==> src/rtl/ysyx_220053_div_unit.sv <==
// ysyx_220053_div_unit: iterative radix-2 restoring divider for RV64M div/rem and W forms
module ysyx_220053_div_unit #(
    parameter int XLEN = 64
) (
    input  logic            clk,
    input  logic            rst_n,
    input  logic            flush,
    input  logic            in_valid,
    output logic            in_ready,
    input  logic [XLEN-1:0] dividend,
    input  logic [XLEN-1:0] divisor,
    input  logic            div_signed,
    input  logic            div_word,
    input  logic            div_rem,
    output logic            out_valid,
    input  logic            out_ready,
    output logic [XLEN-1:0] result,
    output logic            busy
);
    localparam int H  = XLEN / 2;
    localparam int CW = $clog2(XLEN);

    typedef enum logic [1:0] {IDLE, CALC, DONE} state_t;

    state_t          state_q, state_d;
    logic [XLEN-1:0] rem_q, rem_d, quot_q, quot_d, b_q, b_d, result_q, result_d;
    logic [CW-1:0]   cnt_q, cnt_d;
    logic            neg_q_q, neg_q_d, neg_r_q, neg_r_d, word_q, word_d, sel_rem_q, sel_rem_d;

    logic [XLEN-1:0] a_ext, b_ext, a_mag, b_mag, min_val, sp_res;
    logic [XLEN-1:0] rem_n, quot_n, fin, fin_res;
    logic [XLEN:0]   sh;
    logic            a_neg, b_neg, div_zero, ovf, special, accept, ge;

    function automatic logic [XLEN-1:0] sx(input logic [XLEN-1:0] v);
        return {{H{v[H-1]}}, v[H-1:0]};
    endfunction

    assign in_ready  = state_q == IDLE;
    assign busy      = state_q != IDLE;
    assign out_valid = state_q == DONE;
    assign result    = result_q;
    assign accept    = in_valid & in_ready & ~flush;

    // Operand extension, magnitudes and the special-case results that skip iteration
    always_comb begin
        a_ext    = div_word ? (div_signed ? sx(dividend) : {{H{1'b0}}, dividend[H-1:0]}) : dividend;
        b_ext    = div_word ? (div_signed ? sx(divisor) : {{H{1'b0}}, divisor[H-1:0]}) : divisor;
        a_neg    = div_signed & a_ext[XLEN-1];
        b_neg    = div_signed & b_ext[XLEN-1];
        a_mag    = a_neg ? -a_ext : a_ext;
        b_mag    = b_neg ? -b_ext : b_ext;
        min_val  = div_word ? {{(H+1){1'b1}}, {(H-1){1'b0}}} : {1'b1, {(XLEN-1){1'b0}}};
        div_zero = b_ext == '0;
        ovf      = div_signed & (a_ext == min_val) & (&b_ext);
        special  = div_zero | ovf;
        sp_res   = div_zero ? (div_rem ? a_ext : '1) : (div_rem ? '0 : a_ext);
        sp_res   = div_word ? sx(sp_res) : sp_res;
    end

    // One restoring step plus sign fix-up of the final step's values
    always_comb begin
        sh      = {rem_q, quot_q[XLEN-1]};
        ge      = sh >= {1'b0, b_q};
        rem_n   = ge ? sh[XLEN-1:0] - b_q : sh[XLEN-1:0];
        quot_n  = {quot_q[XLEN-2:0], ge};
        fin     = sel_rem_q ? (neg_r_q ? -rem_n : rem_n) : (neg_q_q ? -quot_n : quot_n);
        fin_res = word_q ? sx(fin) : fin;
    end

    // Next-state logic; flush overrides every transition
    always_comb begin
        state_d = state_q;
        case (state_q)
            IDLE:    if (accept) state_d = special ? DONE : CALC;
            CALC:    if (cnt_q == '0) state_d = DONE;
            DONE:    if (out_ready) state_d = IDLE;
            default: state_d = IDLE;
        endcase
        if (flush) state_d = IDLE;
    end

    // Datapath: latch operands on accept, iterate in CALC, capture the result
    always_comb begin
        rem_d     = rem_q;
        quot_d    = quot_q;
        b_d       = b_q;
        cnt_d     = cnt_q;
        neg_q_d   = neg_q_q;
        neg_r_d   = neg_r_q;
        word_d    = word_q;
        sel_rem_d = sel_rem_q;
        result_d  = result_q;
        if (accept) begin
            rem_d     = '0;
            quot_d    = div_word ? {a_mag[H-1:0], {H{1'b0}}} : a_mag;
            b_d       = b_mag;
            cnt_d     = div_word ? CW'(H - 1) : CW'(XLEN - 1);
            neg_q_d   = a_neg ^ b_neg;
            neg_r_d   = a_neg;
            word_d    = div_word;
            sel_rem_d = div_rem;
            if (special) result_d = sp_res;
        end else if (state_q == CALC && !flush) begin
            rem_d  = rem_n;
            quot_d = quot_n;
            cnt_d  = cnt_q - CW'(1);
            if (cnt_q == '0) result_d = fin_res;
        end
    end

    // State and datapath registers with asynchronous reset
    always_ff @(posedge clk or negedge rst_n) begin
        if (!rst_n) begin
            state_q   <= IDLE;
            rem_q     <= '0;
            quot_q    <= '0;
            b_q       <= '0;
            cnt_q     <= '0;
            neg_q_q   <= 1'b0;
            neg_r_q   <= 1'b0;
            word_q    <= 1'b0;
            sel_rem_q <= 1'b0;
            result_q  <= '0;
        end else begin
            state_q   <= state_d;
            rem_q     <= rem_d;
            quot_q    <= quot_d;
            b_q       <= b_d;
            cnt_q     <= cnt_d;
            neg_q_q   <= neg_q_d;
            neg_r_q   <= neg_r_d;
            word_q    <= word_d;
            sel_rem_q <= sel_rem_d;
            result_q  <= result_d;
        end
    end
endmodule
==> config.mk <==
export PLATFORM = sky130hd
export DESIGN_NAME = ysyx_220053_div_unit
export DESIGN_NICKNAME = d
export VERILOG_FILES = /design/src/rtl/ysyx_220053_div_unit.sv
export SDC_FILE = /design/constraint.sdc
export NUM_CORES = 1
export LEC_CHECK = 0
export CORE_MARGIN = 4
export CORE_UTILIZATION = 45
export DETAILED_ROUTE_END_ITERATION = 6
export DONT_BUFFER_PORTS = 1
export HOLD_SLACK_MARGIN = 0.03
export PLACE_DENSITY = 0.63
export SETUP_SLACK_MARGIN = 0.4
export SLEW_MARGIN = 20
export SYNTH_ARGS = -nofsm -noshare
export SYNTH_HDL_FRONTEND = slang
export SYNTH_SLANG_ARGS = --single-unit
==> constraint.sdc <==
create_clock -name clk -period 10.55 [get_ports clk]
set_clock_uncertainty 0.2 [all_clocks]
set_input_delay 1.055 -clock clk [delete_from_list [all_inputs] [get_ports clk]]
set_output_delay 1.055 -clock clk [all_outputs]
set_load 0.01 [all_outputs]
**Yosys cells after proc, flatten, opt, wreduce, memory -nomap -nowiden**

Index checks and enable logic that the tools add are counted.

- Register bits after elaboration: 268
- Bits in latches: 0
- Bits in writable memories: 0
- Bits in read-only memories: 0
- Input port bits: 136
- Output and inout port bits: 67
- Word-level logic and storage cells: 78
- Memories kept: 0

- Add/sub/neg operators: 6
- Multiply operators: 0
- Div/mod/pow operators: 0
- Order comparisons: 1
- Equal/unequal tests: 7
- Shift operators: 0
- Mux-type cells: 34
- Bitwise gates (word level): 9
- Reduce and logical (&&, ||, !) cells: 11

Operator list:

| kind | count |
|---|---|
| $mux W64 | 24 |
| $neg A64 Y64 | 4 |
| $ge A65 B64 Y1 | 1 |
| $eq A64 B64 Y1 | 1 |
| $logic_not A64 Y1 | 1 |
| $reduce_and A64 Y1 | 1 |
| $sub A64 B64 Y64 | 1 |
| $mux W63 | 1 |
| $mux W6 | 3 |
| $mux W2 | 5 |
| $and A1 B1 Y1 | 6 |
| $logic_not A6 Y1 | 1 |
| $ne A3 B2 Y1 const B | 2 |
| $pmux W2 S3 | 1 |
| $reduce_and A3 Y1 | 2 |
| $reduce_bool A2 Y1 | 3 |
| $sub A6 B1 Y6 const B | 1 |
| $ne A3 B3 Y1 const B | 1 |
| $eq A2 B1 Y1 const B | 1 |
| $eq A2 B2 Y1 const B | 1 |
| $logic_not A2 Y1 | 1 |
| $ne A2 B2 Y1 const B | 1 |
| $logic_and A1 B1 Y1 | 1 |
| $logic_not A1 Y1 | 1 |
| 3 further kinds | 3 |

**Depth between registers and ports, before layout**

- Depth after elaboration: 10
- Gate-level depth with buffers: 26
- Depth with buffers taken out: 20

**Least setup slack after synthesis**

Ideal clock, no wire load.

- Kind: register to register
- From: register rem_q[8]
- To: register result_q[58] (netlist: result[58])
- Setup time: 0.128 ns
- Arrival time: 5.364 ns
- Required time: 10.222 ns
- Setup slack: 4.858 ns
- Stages on the path, launching flop included: 26
- Buffers on the path: 6
- Period minus slack after synthesis: 5.692 ns
- Cells stage by stage: dfrtp_1 -> ha_1 -> buf_2 -> and4_1 -> nand2_1 -> a211o_1 -> a31oi_2 -> o2111ai_2 -> nand3_2 -> buf_2 -> buf_2 -> buf_1 -> buf_2 -> buf_2 -> nand2_1 -> o21ai_0 -> ha_1 -> o211ai_1 -> nor3_1 -> nand4_1 -> o32ai_1 -> nand3_1 -> o21ba_1 -> a41o_1 -> nor4_1 -> o21ai_1

- Word-level cells in the longest chain between the ends: 9
- Elaborated cells between the ends (all ways): 12
- Those cells by class: 3 x add/sub; 1 x order compare; 8 x mux

RTL lines:

| item | line | RTL |
|---|---|---|
| start, declared | 26 | `logic [XLEN-1:0] rem_q, rem_d, quot_q, quot_d, b_q, b_d, result_q, result_d;` |
| start signal, assigned | 127 | `rem_q <= rem_d;` |
| $sub A64 B64 Y64 / $ge A65 B64 Y1 (equally long branches) | 65, 64 |  |
| $mux W64 | 65 | `rem_n = ge ? sh[XLEN-1:0] - b_q : sh[XLEN-1:0];` |
| $neg A64 Y64 | 67 | `fin = sel_rem_q ? (neg_r_q ? -rem_n : rem_n) : (neg_q_q ? -quot_n : quot_n);` |
| $mux W64 | 67 |  |
| $mux W64 (*) | 67 |  |
| $mux W64 (*) | 68 | `fin_res = word_q ? sx(fin) : fin;` |
| $mux W64 (*) | 108 | `if (cnt_q == '0) result_d = fin_res;` |
| $mux W64 (*) | 104 | `end else if (state_q == CALC && !flush) begin` |
| $mux W64 (*) | 94 | `if (accept) begin` |
| end signal, assigned | 135 | `result_q <= result_d;` |
| end, declared | 26 |  |

Mark *: on every way between the ends. The rest lies on a longest branch, timed or not. The select of a mux whose other input is x is not followed.
A chain may end at the register's enable or synchronous reset.

**Final worst setup path**

- From: register rem_q[17]
- To: register result_q[46] (netlist: result[46])

The elaborated chain is that of the path after synthesis.

==> summary.txt <==
CLOCKING
-------------------------------------------------------------------------------------------------
Number of buffers added for setup after CTS                                                     0
TritonCTS Buffers                                                                              37
Clock Sink Count                                                                              268
Buffer levels on the longest clock path                                                         3
Number of H-tree branching levels                                                               2
Root buffer cell                                                                     sky130_fd_sc_hd__clkbuf_16
Clock network latency to the later pin of the worst-skew pair                              590 ps
Worst-path clk slew                                                                         60 ps
CTS tree                                                                                    built

FINAL LAYOUT
-------------------------------------------------------------------------------------------------
Final Instance Area                                                                     27220 µm²
Sequential cell area in the final layout                                                 6709 µm²
Fillers                                                                                      5642
Total Nets Final                                                                             3448
Multi-input gate area                                                                   17400 µm²
Count of placed standard cells in the final layout, fillers left out                         4018
Syn-to-layout area delta                                                                   7.241%
Share of post-route cells with drive strength above 1                                      6.026%

GLOBAL ROUTING
-------------------------------------------------------------------------------------------------
Antenna violations before repair                                                                7
Overall overflow remaining after global route                                                   0
Number of global-route vias before repair                                                  25.44k
Global routing usage summed across all routing layers                                      38.32%
Most crowded layer after global routing                                                      met1
Largest net degree at the start of global routing                                             225
Met1 global-route usage                                                                    54.58%
Met2 track utilization from global routing                                                 52.81%
Met3 capacity usage during global routing                                                  14.69%
Wire length of the first global-routing pass                                            173500 µm

POWER
-------------------------------------------------------------------------------------------------
Power Density                                                                        187.0 nW/µm²
Leakage power                                                                            10.86 nW
Total Power                                                                              5.089 mW
Max rail drop VDD                                                                        112.0 µV

ROUTING
-------------------------------------------------------------------------------------------------
Final WL                                                                                119900 µm
Wire length per cell                                                                     29.84 µm
Residual antenna-violating net count after detailed routing                                     0
Vias                                                                                       27.54k
Detailed-route vias per instance                                                            6.854
Number of violations reported at the end of detailed-routing iteration 0                     4084
DRC violations left                                                                             0
DR pass1 iterations                                                                             6

PLACEMENT
-------------------------------------------------------------------------------------------------
RD Place Congestion                                                                         1.060
Post-DP HPWL                                                                             92470 µm
PortBufs                                                                                        0
Cells after DPL                                                                              3946
Area after detailed placement                                                           25760 µm²

STA
-------------------------------------------------------------------------------------------------
Maximum clock rate                                                                     0.1343 GHz
Minimum clock period                                                                      7444 ps
Setup repair after global routing missed its margin                                         false
Worst slew margin relative to its limit                                                    18.89%
Hold Slack                                                                               156.8 ps
Final hold violation count                                                                      0
Total count of max-transition violations in the final report                                    0
Count of endpoints failing setup in the final report                                            0
Slew at the pin closest to its max-slew limit                                             1204 ps
Final clock period utilization by the worst path                                           70.56%
Setup total negative slack                                                                   0 ps

FLOORPLAN
-------------------------------------------------------------------------------------------------
Core region area                                                                        55520 µm²
Die X-Extent                                                                             245.5 µm
Full die area                                                                           60270 µm²
Initial core utilization                                                                   45.72%
Number of cell rows                                                                            86
Vertical die dimension                                                                   245.5 µm
Count of pins on the block boundary                                                           203

CRITICAL PATH
-------------------------------------------------------------------------------------------------
FF-to-FF setup slack                                                                      3110 ps
Kind of start point of the critical path                                                     flop
Critical path start-end classification                                                 reg -> reg
Launching point of the worst reg2reg path                                            rem_q[17]$_DFFE_PN0P_
Worst path required time                                                                 10810 ps
Path depth of the worst reg2reg path                                                           19
CP Capture Type                                                                              flop
Critical-path maximum fanout                                                                   36
Reg2Reg Capture Point                                                                result[46]$_DFFE_PN0P_
Data arrival time of the critical path                                                    7700 ps

SYNTH
-------------------------------------------------------------------------------------------------
Number of enable flip-flop cells after synthesis                                                0
Synthesized area divided by synthesized cell count                                      7.510 µm²
Sequential-to-total area share from yosys stat                                             26.42%
Fraction of registers with async set/reset                                                 100.0%
Number of storage elements in the synthesis netlist                                           268
Number of nets in the synthesized netlist                                                    3588
Number of warning messages in the yosys log                                                     0
Commonest register cell after synthesis                                              sky130_fd_sc_hd__dfrtp_1
Synthesized cell area                                                                   25380 µm²
Count of mapped cells out of synthesis                                                       3380
Number of distinct library cell variants in the gate-level netlist after synthesis            125

JOB
-------------------------------------------------------------------------------------------------
Number of max-cap violations                                                                    0

OUTCOME
-------------------------------------------------------------------------------------------------
Result of the run                                                                    finished clean

MIN PATH
-------------------------------------------------------------------------------------------------
Classification of the worst-slack hold path                                           in -> async

-- registers in the layout, summed over array words and instances, names as in the netlist --
name	cells
state_q	2
b_q	64
neg_r_q	1
result	64
sel_rem_q	1
quot_q	64
neg_q_q	1
word_q	1
rem_q	64
cnt_q	6
-- area by class of cell --
type,instances,area share (%)
clock inverters,19,1.227
well taps,748,3.438
inverters,120,1.659
multi-input cells,2776,63.91
diodes,1,0.009192
repair buffers,37,1.287
clock buffers,49,3.824
flip-flops and latches,268,24.64
-- cells in the final DEF, fill, tap and decap left out, drive strengths merged, types with 59 or more instances in the layout --
cell / instances
nand2: 457
o21ai: 346
nor2: 277
dfrtp: 268
a21oi: 252
xnor2: 166
inv: 119
nor3: 95
xor2: 90
mux2i: 84
a31oi: 83
o211ai: 81
nand3: 73
ha: 71
nand4: 60
o31ai: 59
-- critical path: stages (launching register included) --
cell                       delay [ps]
sky130_fd_sc_hd__dfrtp_1          430
sky130_fd_sc_hd__ha_1             510
sky130_fd_sc_hd__nand4_1          310
sky130_fd_sc_hd__nor3_1           590
sky130_fd_sc_hd__nand3_1          280
sky130_fd_sc_hd__nor3_1           240
sky130_fd_sc_hd__a211oi_1         120
sky130_fd_sc_hd__nand3_4          400
sky130_fd_sc_hd__clkinv_2         570
sky130_fd_sc_hd__mux2i_1          420
sky130_fd_sc_hd__ha_1             350
sky130_fd_sc_hd__o211ai_1         160
sky130_fd_sc_hd__nor3_1           390
sky130_fd_sc_hd__nand4_1          220
sky130_fd_sc_hd__o32ai_1          810
sky130_fd_sc_hd__nand3_1          420
sky130_fd_sc_hd__o31ai_1          360
sky130_fd_sc_hd__xnor2_1          150
sky130_fd_sc_hd__a21oi_1           80
sky130_fd_sc_hd__a311oi_1         270
-- cells in the mapped netlist, types with 30 or more instances --
cell / instances / area (µm²)
sky130_fd_sc_hd__a211oi_1: 30 / 225.2
sky130_fd_sc_hd__a21o_1: 38 / 285.3
sky130_fd_sc_hd__a21oi_1: 246 / 1231
sky130_fd_sc_hd__a31oi_1: 78 / 488.0
sky130_fd_sc_hd__buf_2: 40 / 200.2
sky130_fd_sc_hd__clkbuf_1: 147 / 551.8
sky130_fd_sc_hd__dfrtp_1: 268 / 6706
sky130_fd_sc_hd__ha_1: 71 / 888.4
sky130_fd_sc_hd__inv_1: 116 / 435.4
sky130_fd_sc_hd__mux2i_1: 84 / 840.8
sky130_fd_sc_hd__nand2_1: 456 / 1712
sky130_fd_sc_hd__nand3_1: 72 / 360.4
sky130_fd_sc_hd__nand4_1: 59 / 369.1
sky130_fd_sc_hd__nor2_1: 277 / 1040
sky130_fd_sc_hd__nor3_1: 89 / 445.4
sky130_fd_sc_hd__nor4_1: 49 / 306.5
sky130_fd_sc_hd__o211ai_1: 81 / 608.1
sky130_fd_sc_hd__o21ai_0: 327 / 1637
sky130_fd_sc_hd__o22ai_1: 42 / 262.8
sky130_fd_sc_hd__o31ai_1: 56 / 420.4
sky130_fd_sc_hd__or3_1: 49 / 306.5
sky130_fd_sc_hd__xnor2_1: 166 / 1454
sky130_fd_sc_hd__xor2_1: 89 / 779.5
-- per-stage QoR --
| step | worst slack [ps] | utilization, % |
|---|---|---|
| 3_5_place_dp | 3426 | 46.40 |
| 2_1_floorplan | 4858 | - |
| 5_1_grt | 2678 | 49.03 |
| 6_report | 3106 | 49.03 |
| 3_3_place_gp | 3715 | 46.40 |
| 4_1_cts | 3409 | 48.97 |
-- where the power goes --
| part | internal [mW] | leakage [nW] | switching [mW] |
|---|---|---|---|
| Combinational | 0.736 | 6.69 | 1.51 |
| Clock | 0.898 | 0.668 | 0.559 |
| Sequential | 1.17 | 3.50 | 0.214 |
| Total | 2.80 | 10.9 | 2.29 |
-- kinds of logic after synthesis --
| logic type | share of synthesized area, % |
|---|---|
| simple gates | 23.17 |
| mux | 3.445 |
| fa+ha+maj | 3.736 |
| buf+inv | 5.274 |
| flops | 26.42 |
| compound gates | 29.10 |
| xor+xnor | 8.862 |
-- how the worst max path moves through the flow --
stage,startpoint,endpoint,slack [ps]
after detailed placement,rem_q[17]$_DFFE_PN0P_,result[46]$_DFFE_PN0P_,3430
after floorplan,rem_q[8]$_DFFE_PN0P_,result[58]$_DFFE_PN0P_,4860
after global placement,rem_q[17]$_DFFE_PN0P_,result[58]$_DFFE_PN0P_,3720
final,rem_q[17]$_DFFE_PN0P_,result[46]$_DFFE_PN0P_,3110
after global routing,rem_q[17]$_DFFE_PN0P_,result[46]$_DFFE_PN0P_,2680
after CTS,rem_q[17]$_DFFE_PN0P_,result[46]$_DFFE_PN0P_,3410
-- what timing repair did --
item | 4_1_cts | 5_1_grt
hold buffers | 2 | 0
resized for setup | 0 | 0
endpoints found under the hold margin | 224 | 0
-- layer usage --
layer | part of all wire, % | wire length [µm]
met1 | 41 | 49390
met2 | 40 | 47860
met3 | 15 | 17640
met4 | 4.2 | 4983
met5 | 0.018 | 21
Note: power is estimated with default switching activity, not from simulation.
